**src/rtl/ser_pkg.sv**
```systemverilog
// Shared definitions for the serializer transmit path and its downstream deserializer.
package ser_pkg;

  localparam int SER_DATA_W = 8;

  typedef enum logic [1:0] {
    IDLE  = 2'd0,
    LOAD  = 2'd1,
    SHIFT = 2'd2,
    GAP   = 2'd3
  } ser_state_t;

endpackage

```
**src/rtl/serializer_tx_if.sv**
```systemverilog
// Parallel word handshake into serializer_tx: source drives data/valid, block returns ready.
interface serializer_tx_if import ser_pkg::*; #(
  parameter int DATA_W = SER_DATA_W
) ();

  logic [DATA_W-1:0] in_data;
  logic              in_valid;
  logic              in_ready;

  modport master (output in_data, output in_valid, input in_ready);
  modport slave  (input in_data, input in_valid, output in_ready);

endinterface

```
**src/rtl/ser_fifo.sv**
```systemverilog
// Small power-of-two FIFO with occupancy count; head word is read combinationally from storage.
module ser_fifo #(
  parameter int DATA_W = 8,
  parameter int DEPTH  = 2
) (
  input  logic              clk,
  input  logic              reset,
  input  logic              push,
  input  logic              pop,
  input  logic [DATA_W-1:0] wr_data,
  output logic [DATA_W-1:0] rd_data,
  output logic              full,
  output logic              empty
);

  localparam int PTR_W = (DEPTH > 1) ? $clog2(DEPTH) : 1;

  logic [DATA_W-1:0] mem [DEPTH];
  logic [PTR_W-1:0]  wr_ptr;
  logic [PTR_W-1:0]  rd_ptr;
  logic [PTR_W:0]    count;
  logic              do_push;
  logic              do_pop;

  // A push into a full FIFO is only safe when the head leaves in the same cycle.
  assign do_push = push && (!full || pop);
  assign do_pop  = pop && !empty;

  assign full    = (count == (PTR_W+1)'(DEPTH));
  assign empty   = (count == '0);
  assign rd_data = mem[rd_ptr];

  always_ff @(posedge clk or posedge reset) begin
    if (reset) begin
      wr_ptr <= '0;
      rd_ptr <= '0;
      count  <= '0;
    end else begin
      if (do_push) wr_ptr <= wr_ptr + 1'b1;
      if (do_pop)  rd_ptr <= rd_ptr + 1'b1;
      case ({do_push, do_pop})
        2'b10:   count <= count + 1'b1;
        2'b01:   count <= count - 1'b1;
        default: count <= count;
      endcase
    end
  end

  always_ff @(posedge clk) begin
    if (do_push) mem[wr_ptr] <= wr_data;
  end

endmodule

```
**src/rtl/serializer_tx.sv**
```systemverilog
// Parallel-to-serial transmitter: buffered words go out LSB first, each framed by a load strobe.
module serializer_tx import ser_pkg::*; #(
  parameter int DATA_W     = SER_DATA_W,
  parameter int FIFO_DEPTH = 2,
  parameter int GAP_CYCLES = 0
) (
  input  logic           clk,
  input  logic           reset,
  serializer_tx_if.slave in_if,
  output logic           load_out,
  output logic           serial_out,
  output logic           busy,
  output logic           frame_done
);

  localparam int                IDX_W    = (DATA_W > 1) ? $clog2(DATA_W) : 1;
  localparam logic [IDX_W-1:0]  LAST_IDX = IDX_W'(DATA_W - 1);
  localparam bit                HAS_GAP  = (GAP_CYCLES > 0);
  localparam logic [3:0]        GAP_LAST = 4'(HAS_GAP ? GAP_CYCLES - 1 : 0);

  ser_state_t        state, state_nxt;
  logic [DATA_W-1:0] shreg, shreg_nxt;
  logic [IDX_W-1:0]  bit_idx, bit_idx_nxt;
  logic [3:0]        gap_cnt, gap_cnt_nxt;
  logic              frame_end;

  logic              fifo_push;
  logic              fifo_pop;
  logic              fifo_full;
  logic              fifo_empty;
  logic [DATA_W-1:0] fifo_head;

  assign in_if.in_ready = !fifo_full;
  assign fifo_push      = in_if.in_valid && !fifo_full;

  ser_fifo #(
    .DATA_W (DATA_W),
    .DEPTH  (FIFO_DEPTH)
  ) u_fifo (
    .clk     (clk),
    .reset   (reset),
    .push    (fifo_push),
    .pop     (fifo_pop),
    .wr_data (in_if.in_data),
    .rd_data (fifo_head),
    .full    (fifo_full),
    .empty   (fifo_empty)
  );

  always_ff @(posedge clk or posedge reset) begin
    if (reset) begin
      state   <= IDLE;
      shreg   <= '0;
      bit_idx <= '0;
      gap_cnt <= '0;
    end else begin
      state   <= state_nxt;
      shreg   <= shreg_nxt;
      bit_idx <= bit_idx_nxt;
      gap_cnt <= gap_cnt_nxt;
    end
  end

  always_comb begin
    state_nxt   = state;
    shreg_nxt   = shreg;
    bit_idx_nxt = bit_idx;
    gap_cnt_nxt = gap_cnt;
    fifo_pop    = 1'b0;
    load_out    = 1'b0;
    serial_out  = 1'b0;
    busy        = 1'b1;
    frame_done  = 1'b0;
    frame_end   = 1'b0;

    case (state)
      IDLE: begin
        busy = 1'b0;
        if (!fifo_empty) begin
          fifo_pop  = 1'b1;
          shreg_nxt = fifo_head;
          state_nxt = LOAD;
        end
      end
      LOAD: begin
        load_out    = 1'b1;
        bit_idx_nxt = '0;
        state_nxt   = SHIFT;
      end
      SHIFT: begin
        serial_out  = shreg[0];
        shreg_nxt   = shreg >> 1;
        bit_idx_nxt = bit_idx + 1'b1;
        if (bit_idx == LAST_IDX) begin
          frame_done  = 1'b1;
          bit_idx_nxt = '0;
          if (HAS_GAP) begin
            gap_cnt_nxt = '0;
            state_nxt   = GAP;
          end else begin
            frame_end = 1'b1;
          end
        end
      end
      GAP: begin
        gap_cnt_nxt = gap_cnt + 1'b1;
        if (gap_cnt == GAP_LAST) frame_end = 1'b1;
      end
      default: state_nxt = IDLE;
    endcase

    // Last shift or last gap cycle chains straight into the next LOAD when a word is waiting.
    if (frame_end) begin
      if (!fifo_empty) begin
        fifo_pop  = 1'b1;
        shreg_nxt = fifo_head;
        state_nxt = LOAD;
      end else begin
        state_nxt = IDLE;
      end
    end
  end

endmodule

```
**src/flat_wrapper.sv**
```systemverilog
// flat-port wrapper written by rule: the top's interface ports become plain ports
module serializer_tx_flat import ser_pkg::*;
#(
  parameter int DATA_W     = SER_DATA_W,
  parameter int FIFO_DEPTH = 2,
  parameter int GAP_CYCLES = 0
)
  (clk, reset, load_out, serial_out, busy, frame_done, in_if_in_data, in_if_in_valid, in_if_in_ready);
  serializer_tx_if #(.DATA_W(DATA_W)) in_if_i ();
  input  logic clk;
  input  logic reset;
  output logic load_out;
  output logic serial_out;
  output logic busy;
  output logic frame_done;
  input wire logic [$bits(in_if_i.in_data)-1:0] in_if_in_data;
  input wire logic [$bits(in_if_i.in_valid)-1:0] in_if_in_valid;
  output wire logic [$bits(in_if_i.in_ready)-1:0] in_if_in_ready;
  assign in_if_i.in_data = in_if_in_data;
  assign in_if_i.in_valid = in_if_in_valid;
  assign in_if_in_ready = in_if_i.in_ready;
  serializer_tx #(.DATA_W(DATA_W), .FIFO_DEPTH(FIFO_DEPTH), .GAP_CYCLES(GAP_CYCLES)) u_core (.clk(clk), .reset(reset), .in_if(in_if_i), .load_out(load_out), .serial_out(serial_out), .busy(busy), .frame_done(frame_done));
endmodule
```
**config.mk**
```make
export PLATFORM = sky130hd
export DESIGN_NAME = serializer_tx_flat
export DESIGN_NICKNAME = d
export VERILOG_FILES = /design/src/rtl/ser_pkg.sv /design/src/rtl/serializer_tx_if.sv /design/src/rtl/ser_fifo.sv /design/src/rtl/serializer_tx.sv /design/src/flat_wrapper.sv
export SDC_FILE = /design/constraint.sdc
export NUM_CORES = 1
export LEC_CHECK = 0
export ABC_AREA = 1
export CORE_ASPECT_RATIO = 0.75
export CORE_MARGIN = 2
export CORE_UTILIZATION = 23
export CTS_CLUSTER_SIZE = 20
export DETAILED_ROUTE_END_ITERATION = 7
export PLACE_DENSITY = 0.44
export SLEW_MARGIN = 25
export SYNTH_ARGS = -nofsm -noshare
export SYNTH_HDL_FRONTEND = slang
export SYNTH_SLANG_ARGS = --single-unit
```
**constraint.sdc**
```tcl
create_clock -name clk -period 2 [get_ports clk]
set_clock_uncertainty 0.1 [all_clocks]
set_input_delay 0.3 -clock clk [delete_from_list [all_inputs] [get_ports clk]]
set_output_delay 0.3 -clock clk [all_outputs]
set_load 0.01 [all_outputs]
```
After elaboration in Yosys (flattened, before gate mapping)
Memory sizes are Yosys's and may differ from the RTL's.
Index checks and enable logic that the tools add are counted.
Widths: inputs -> output; s select.
- register bits after elaboration: 21
- bits in writable memories: 16
- input bits: 11
- output and inout bits: 5
- word-level logic and storage cells: 59
- memories: 1
- add/subtract/negate cells: 6
- equal/unequal tests: 8
- muxes and demuxes: 24
- reductions and logical operators: 13
- memory list (memory ; depth ; width ; read ports ; clocked after memory_dff ; write ports ; line ; source):
    u_core.u_fifo.mem ; 2 ; 8 ; 1 ; 0 ; 1 ; ser_fifo.sv:18 ; logic [DATA_W-1:0] mem [DEPTH];
- operator list (cell ; number):
    $mux 8 ; 3
    $pmux 8 s2 ; 1
    $mux 1 ; 13
    $eq 2x2->1 const B ; 4
    $pmux 2 s2 ; 2
    $pmux 3 s2 ; 1
    $add 4x1->4 const B ; 1
    $eq 2x1->1 const B ; 2
    $logic_not 2->1 ; 2
    $logic_not 4->1 ; 1
    $mux 2 ; 2
    $reduce_bool 2->1 ; 2
    $add 3x1->3 const B ; 1
    $eq 3x3->1 const B ; 1
    $logic_and 1x1->1 ; 3
    $mux 3 ; 1
    $ne 3x2->1 const B ; 1
    $reduce_bool 3->1 ; 1
    $add 1x1->1 const B ; 2
    $add 2x1->2 const B ; 1
    $logic_not 1->1 ; 2
    $pmux 1 s2 ; 1
    $reduce_and 2->1 ; 1
    $sub 2x1->2 const B ; 1
    $logic_or 1x1->1 ; 1

Longest topological paths before layout
Gate-level depths: netlist of run 1.
- depth after elaboration: 9
- depth in mapped cells: 10

Hierarchy
From an unflattened synthesis of run 1, not the netlist that was laid out.
- cell total of the unflattened synthesis: 206
- area total of the unflattened synthesis: 1835.5 sq um
- modules (own cells, without submodules) (module ; instances ; cells an instance ; area each (sq um) ; sequential area each (sq um)):
    serializer_tx ; 1 ; 132 ; 1017.2 ; 425.4
    ser_fifo ; 1 ; 74 ; 818.3 ; 580.6

Worst setup path after synthesis of run 1
Ideal clock, no wire load.
- path type: register to register
- start: reg u_core.bit_idx[0]
- end: reg u_core.u_fifo.count[1]
- setup time: 0.131 ns
- arrival time: 1.773 ns
- slack: -0.003 ns
- stages on the path, launching flop included: 11
- path buffers: 0
- clock period less this slack: 2.003 ns
- cell sequence: dfrtp_1 -> ha_1 -> ha_1 -> nand2_1 -> nand2_2 -> nand2_2 -> nand2_1 -> ha_1 -> a21oi_1 -> o21ai_0 -> xor2_1
- elaborated cells between the ends (all ways): 11
- RTL lines (item ; line ; source):
    from (decl) ; serializer_tx.sv:23 ; logic [IDX_W-1:0] bit_idx, bit_idx_nxt;
    from (signal assigned) ; serializer_tx.sv:59 ; bit_idx <= bit_idx_nxt;
    $eq 3x3->1 (*) ; serializer_tx.sv:94 ; if (bit_idx == LAST_IDX) begin
    $mux 1 (*) ; -- ;
    $pmux 1 s2 (*) ; serializer_tx.sv:76 ; case (state)
    $mux 1 (*) ; serializer_tx.sv:113 ; if (frame_end) begin
    $logic_and 1x1->1 (*) ; ser_fifo.sv:27 ; assign do_pop = pop && !empty;
    net u_core.u_fifo.do_pop ; ser_fifo.sv:23 ; logic do_pop;
    $eq 2x1->1 or $eq 2x2->1 (tied branches) ; ser_fifo.sv:41 ; case ({do_push, do_pop})
    $pmux 2 s2 or $reduce_bool 2->1 (tied branches) ; -- ;
    to (signal assigned) ; ser_fifo.sv:42 ; 2'b10: count <= count + 1'b1;
    to (signal assigned) ; ser_fifo.sv:43 ; 2'b01: count <= count - 1'b1;
    to (signal assigned) ; ser_fifo.sv:44 ; default: count <= count;
    to (decl) ; ser_fifo.sv:21 ; logic [PTR_W:0] count;
The timed path passes the listed nets; every way through them passes the cells marked *.
A chain may end at the register's enable or synchronous reset.

Worst setup path in the final report of run 1
- start: reg u_core.state[0]
- end: out serial_out
- cells in the longest elaborated chain, start to end: 2
- ends and longest elaborated chain (item ; line ; source):
    from (decl) ; serializer_tx.sv:21 ; ser_state_t state, state_nxt;
    from (signal assigned) ; serializer_tx.sv:57 ; state <= state_nxt;
    $eq 2x2->1 ; serializer_tx.sv:76 ;
    $mux 1 ; serializer_tx.sv:76 ;
    to (decl) ; flat_wrapper.sv:13 ; output logic serial_out;
Every way passes these cells.

==> summary.txt, run 1 <==
Die
  – Starting Density: 23.9%
  – Chip width: 109 um
  – Die Area: 9020 sq um
  – Ports: 16
  – Core Box Area: 7950 sq um
  – Die Height: 82.8 um
  – Row Count: 28

Yosys
  – Syn Area/Cell: 8.97 sq um
  – Synth top area cells: dfrtp_1 28%, edfxtp_1 25%, nand2_1 12%
  – Synth warn: 0
  – Unique cell type count in the Yosys netlist: 24
  – Mapped Cells: 212
  – Netlist Area Pre-Place: 1900 sq um
  – Syn nets: 232
  – Post-synth top area share: 27.6%
  – Seq/Total Area, Yosys: 52.9%
  – Yosys reg bits: 37
  – Post-synth top area cell: dfrtp_1

Power
  – Tot Pwr: 3800 uW
  – Psw: 1500 uW
  – Internal: 2310 uW
  – Gate power share: 45.8%
  – Pwr dens: 1560 nW/um^2
  – Pleak: 0.00118 uW
  – Sequential Power Share: 33.2%
  – VDD IR-drop max: 0.446 mV
  – Clk pwr share: 21.0%
  – Switching Fraction: 39.4%

Final layout
  – Final Non-Filler Cells: 351
  – Number of nets in the layout: 265
  – Area grow syn2layout: 28.6%
  – FF/Latch Area: 1010 sq um
  – Inserted Diodes: 0
  – Filler cells: 839
  – Layout cells sized above 1: 17.1%
  – Multi-input logic area: 790 sq um

Clocking
  – Clk buf depth: 2
  – Clk root buf: clkbuf_8
  – CTS Sinks: 37
  – CTS tree: built
  – Clock Pin Slew Worst Setup and Hold Paths: 0.08 ns
  – Cts hold-fix bufs: 0
  – Num CTS Buffers: 5
  – # H-tree levels: 2
  – Clk_lat worst skew: 0.29 ns

Timing
  – Final Cycle Share: 94.8%
  – RSZ-0062 raised after global routing: no
  – Final setup violation count: 0
  – Rel. slew slack: 77.5%
  – Setup TNS: 0 ns
  – Fin Hold WS: 0.242 ns
  – Slew @ Worst Pin: 0.338 ns
  – Max Slew Vio Count: 0
  – Final setup margin: 0.103 ns
  – Fin. Hold Viols: 0
  – FMAX: 527 MHz
  – Tmin final: 1.90 ns

Job
  – Max cap viols: 0

Setup path
  – Critical-path top delay cell: dfrtp_1
  – Most used cell, CP: inv_1
  – Register-to-Register Path Depth: 10
  – Required @ worst endpoint: 1.60 ns
  – CP max FO: 12
  – Critical Path Source Type: flop
  – Slowest stage delay, CP: 0.43 ns
  – WS Path Type: reg -> out
  – Worst Setup End Kind: primary output
  – Crit path cell chain: inv_1, ha_2, buf_6, nand2_1, inv_1, clkdlybuf4s15_1
  – CP arrival: 1.50 ns

Placement
  – Port bufs: 15
  – Dpl ws: 0.0285 ns
  – Dpl hpwl: 2840 um
  – GP Congestion: 0.733
  – Placed cells: 341

Min path
  – Hold Path Class: in -> async

Global route
  – Number of global-route vias before repair: 1352
  – GRT overflow: 0
  – Largest net degree at the start of global routing: 22
  – First-pass GRT wire length: 6940 um
  – Initial antenna violation count: 0
  – All-layer global routing usage: 10.3%

Route
  – Via count: 1417
  – Residual DRC: 0
  – Wire per inst: 11.7 um
  – DRT Pass-1 Iters: 4
  – Vias per inst: 4.04
  – DRT antenna net count: 0
  – Initial DRC Count: 60
  – WL final: 4110 um

Outcome
  – Status: finished clean
==> stage by stage <==
step	area (sq um)	util [%]
6_report	2440	30.7
5_1_grt	2440	30.7
4_1_cts	2400	30.2
3_5_place_dp	2250	28.3
3_3_place_gp	2250	28.3
2_1_floorplan	1910	-
==> power groups by stage <==
stage / clock network [uW] / registers [uW] / logic [uW]
CTS: 817 / 1260 / 1700
detailed placement: 0 / 1290 / 1660
global placement: 0 / 1290 / 1660
floorplan: 0 / 1220 / 1190
global route: 857 / 1300 / 1990
finish: 799 / 1260 / 1740
==> Yosys cell counts <==
cell type and n:
a21oi_1 10, buf_2 1, buf_4 3, buf_6 2
dfrtp_1 21, edfxtp_1 16, ha_1 9, inv_1 24
inv_2 2, mux2i_1 1, nand2_1 63, nand2_2 2
nand2_4 1, nand3_1 36, nand3b_1 1, nand4_1 2
nand4_2 1, nor2_1 6, nor2_2 1, o21ai_0 3
o21ai_2 1, o22ai_1 1, xnor2_1 2, xor2_1 3
==> placed cells by master, fill, tap and decap left out, drive strengths merged <==
master,n
clkbuf,5
buf,17
dlymetal6s2s,1
nand4,3
nand3,36
clkdlybuf4s15,2
ha,9
nand3b,1
clkdlybuf4s50,11
o21ai,4
bufinv,2
xor2,3
dfrtp,21
mux2i,1
edfxtp,16
nor2,7
dlygate4sd2,1
xnor2,2
nand2,66
o22ai,1
inv,27
a21oi,10
==> final timing paths <==
kind                            slack [ns]                      to              start
worst min-delay path                  0.24       u_core.gap_cnt[2]              reset
max in group asynchronous             1.33    u_core.u_fifo.rd_ptr              reset
min in group clk                      0.39       u_core.gap_cnt[3]  u_core.gap_cnt[3]
worst max-delay path                  0.10              serial_out    u_core.state[0]
worst max register to register        0.19  u_core.u_fifo.count[1]  u_core.bit_idx[0]
worst min register to register        0.39       u_core.gap_cnt[3]  u_core.gap_cnt[3]
==> worst max-delay path: cells and delay by family, from the launching register on <==
family / cells / cell delay, ns
fa+ha+maj: 1 / 0.20
buf+inv: 4 / 0.51
flops: 1 / 0.43
simple gates: 1 / 0.05
==> area by class of cell <==
type / count / area share, %
tap: 105 / 5.37
timing repair buffer: 32 / 11.6
sequential: 37 / 41.1
clock buffer: 5 / 2.81
clock inverter: 3 / 2.81
multi-input combinational: 143 / 32.3
inverter: 26 / 3.99
==> layer usage <==
| metal | vias to the layer above | track usage [%] | routed length [um] |
|---|---|---|---|
| met5 | - | 0 | 0 |
| met2 | 22 | 14.8 | 1650 |
| met1 | 633 | 14.8 | 2280 |
| met3 | 8 | 2.43 | 127 |
| met4 | 0 | 3.85 | 59 |
| li1 | 754 | - | - |
==> flip-flops by register name, indices dropped and copies added (netlist names) <==
signal / count
u_core.bit_idx: 3
u_core.gap_cnt: 4
u_core.shreg: 8
u_core.state: 2
u_core.u_fifo.count: 2
u_core.u_fifo.mem: 16
u_core.u_fifo.rd_ptr: 1
u_core.u_fifo.wr_ptr: 1
==> what timing repair did <==
item                                    4_1_cts  5_1_grt
endpoints found under the setup margin        4        4
pin swaps                                     0        0
gates resized for setup                       7       10
buffers inserted                              1        1
endpoints found under the hold margin         0        0
==> kinds of logic after synthesis <==
group / synth area share [%]
AOI/OAI and AO/OA: 4.21
xor gates and xnor gates: 2.30
adders and majority gates: 5.92
buffers and inverters: 7.76
DFF: 52.9
muxes: 0.526
and+or+nand+nor: 26.4
Note: power is estimated with default switching activity, not from simulation.
==> run 2: changes to the inputs <==
--- a/config.mk
+++ b/config.mk
@@ -11,7 +11,7 @@
 export CORE_UTILIZATION = 23
 export CTS_CLUSTER_SIZE = 20
 export DETAILED_ROUTE_END_ITERATION = 7
-export PLACE_DENSITY = 0.44
+export PLACE_DENSITY = 0.43
 export SLEW_MARGIN = 25
 export SYNTH_ARGS = -nofsm -noshare
 export SYNTH_HDL_FRONTEND = slang
==> constraint.sdc (replaced) <==
create_clock -name clk -period 1.9 [get_ports clk]
set_clock_uncertainty 0.1 [all_clocks]
set_input_delay 0.285 -clock clk [delete_from_list [all_inputs] [get_ports clk]]
set_output_delay 0.285 -clock clk [all_outputs]
set_load 0.01 [all_outputs]
==> run 2 against run 1 <==
Against the previous run:
- power fell by 3.1%
- sequential cell count did not move
- clock-buffer cell count did not move
- cell count did not move
- critical path depth fell by 3
- non-clock buffer count did not move
- sequential share of layout area rose by 0.69 points
- global-route usage fell by 0.28 points
- sequential power rose by 6%
- wire length fell by 1.4%
- critical endpoint is now in_if_in_ready
- largest power group unchanged
==> summary.txt, run 2 (synthesis results as in run 1) <==
Clocking
  – Cts hold-fix bufs: 0
  – Clock Pin Slew Worst Setup and Hold Paths: 0.08 ns
  – Clk_lat worst skew: 0.30 ns
  – Clk buf depth: 2
  – CTS tree: built
  – # H-tree levels: 2
  – Clk root buf: clkbuf_8
  – CTS Sinks: 37
  – Num CTS Buffers: 5

Placement
  – GP Congestion: 0.706
  – Dpl ws: -0.0113 ns
  – Dpl hpwl: 2900 um
  – Port bufs: 15

Route
  – Via count: 1407
  – DRT antenna net count: 0
  – Initial DRC Count: 43
  – WL final: 4060 um
  – Wire per inst: 11.6 um
  – DRT Pass-1 Iters: 4
  – Vias per inst: 4.01
  – Residual DRC: 0

Setup path
  – Critical Path Source Type: flop
  – Required @ worst endpoint: 1.51 ns
  – R2r startpoint: u_core.bit_idx[0]
  – FF-to-FF End: u_core.u_fifo.count[1]
  – Worst Setup End Kind: primary output
  – CP max FO: 5
  – CP arrival: 1.41 ns
  – Register-to-Register Path Depth: 10
  – Worst setup path start: u_core.u_fifo.count[0]
  – WS Path Type: reg -> out
  – R2r setup slk: 0.11 ns
  – CP endpoint: in_if_in_ready

Final layout
  – Area grow syn2layout: 26.6%
  – Most frequent cells in the layout: 61 x nand2_1, 35 x nand3_1, 24 x inv_1, 20 x dfrtp_1, 17 x buf_4
  – Layout cells sized above 1: 17.1%
  – Number of nets in the layout: 265
  – Biggest regs: u_core.u_fifo.mem (16), u_core.shreg (8), u_core.gap_cnt (4)
  – Post-layout util: 30.3%
  – Max FFs per register: 16
  – Biggest register: u_core.u_fifo.mem
  – Inserted Diodes: 0
  – Commonest non-fill, non-tap cell in the layout: nand2_1

Power
  – Pleak: 0.00116 uW
  – Pwr dens: 1530 nW/um^2
  – Tot Pwr: 3690 uW
  – VDD IR-drop max: 0.495 mV

Outcome
  – Status: finished clean

Timing
  – Max Slew Vio Count: 0
  – FMAX: 556 MHz
  – Rel. slew slack: 78.0%
  – Slew @ Worst Pin: 0.329 ns
  – Final setup violation count: 0
  – RSZ-0062 raised after global routing: no
  – Fin. Hold Viols: 0
  – Final Cycle Share: 94.7%
  – Final setup margin: 0.101 ns
  – Tmin final: 1.80 ns

Die
  – Row Count: 28
  – Ports: 16
  – Chip width: 109 um
  – Core Box Area: 7950 sq um
  – Die Area: 9020 sq um
  – Starting Density: 23.9%
  – Die Height: 82.8 um

Global route
  – Initial antenna violation count: 0
  – First-pass GRT wire length: 6670 um
  – All-layer global routing usage: 10.0%
  – Largest net degree at the start of global routing: 22
  – GRT overflow: 0
  – Number of global-route vias before repair: 1349

Min path
  – Hold Path Class: in -> async

Job
  – Max cap viols: 0
[run 2: changes by cell type in the layout (fill, tap and decap cells not counted), moves of 2 or more]
cell | previous run | this run
bufinv_16 | 2 | 0
clkinv_4 | 0 | 2
nand2_4 | 2 | 4
ha_2 | 5 | 3
dlygate4sd2_1 | 1 | 3
[run 2: repair_timing]
item / in CTS / in global routing
gates cloned: 0 / 0
pin swaps: 1 / 0
setup buffers: 1 / 0
setup endpoints to repair: 5 / 3
resized for setup: 9 / 5
[run 2: worst max-delay path, cell delays in order (launching register included)]
cell and delay, ns:
dfrtp_2 0.42, inv_2 0.06, nand2_1 0.09, clkdlybuf4s50_1 0.54
[run 2: cell type report]
| cell class | count | area (sq um) |
|---|---|---|
| multi-input combinational | 143 | 806 |
| tap | 105 | 131 |
| timing repair buffer | 32 | 274 |
| inverter | 26 | 97.6 |
| clock inverter | 3 | 22.5 |
| clock buffer | 5 | 68.8 |
| fill | 835 | 5550 |
| sequential | 37 | 1010 |
[run 2: layer usage]
metal | vias up | wire [um] | GRT usage (%)
met5 | - | 0 | 0
met4 | 0 | 42 | 3.08
met3 | 5 | 174 | 3.30
met2 | 19 | 1580 | 14.5
met1 | 627 | 2260 | 14.0
li1 | 756 | - | -
[run 2: power by group]
part           switching, uW  internal (uW)
combinational           1040            746
sequential               196           1130
clock                    310            260
[run 2: how the worst min path moves through the flow]
| stage | startpoint | to | slack [ns] | cells after the start |
|---|---|---|---|---|
| final | reset | u_core.shreg[4] | 0.21 | 3 |
| after global routing | reset | u_core.shreg[4] | 0.25 | 3 |
| after CTS | reset | u_core.shreg[5] | 0.22 | 3 |
| after detailed placement | u_core.gap_cnt[3] | u_core.gap_cnt[3] | 0.37 | 1 |
| after global placement | u_core.gap_cnt[3] | u_core.gap_cnt[3] | 0.37 | 1 |
| after floorplan | reset | u_core.bit_idx[0] | 0.16 | 1 |
[run 2: stage by stage]
step                      TNS (ns)  instances  hold WS, ns  instance area, sq um
after global placement           0        342        0.368                  2280
after global routing             0        351        0.252                  2410
after CTS                        0        351        0.217                  2390
after detailed placement   -0.0113        342        0.367                  2280
after floorplan                  0        212        0.162                  1930
final                            0        351        0.215                  2410
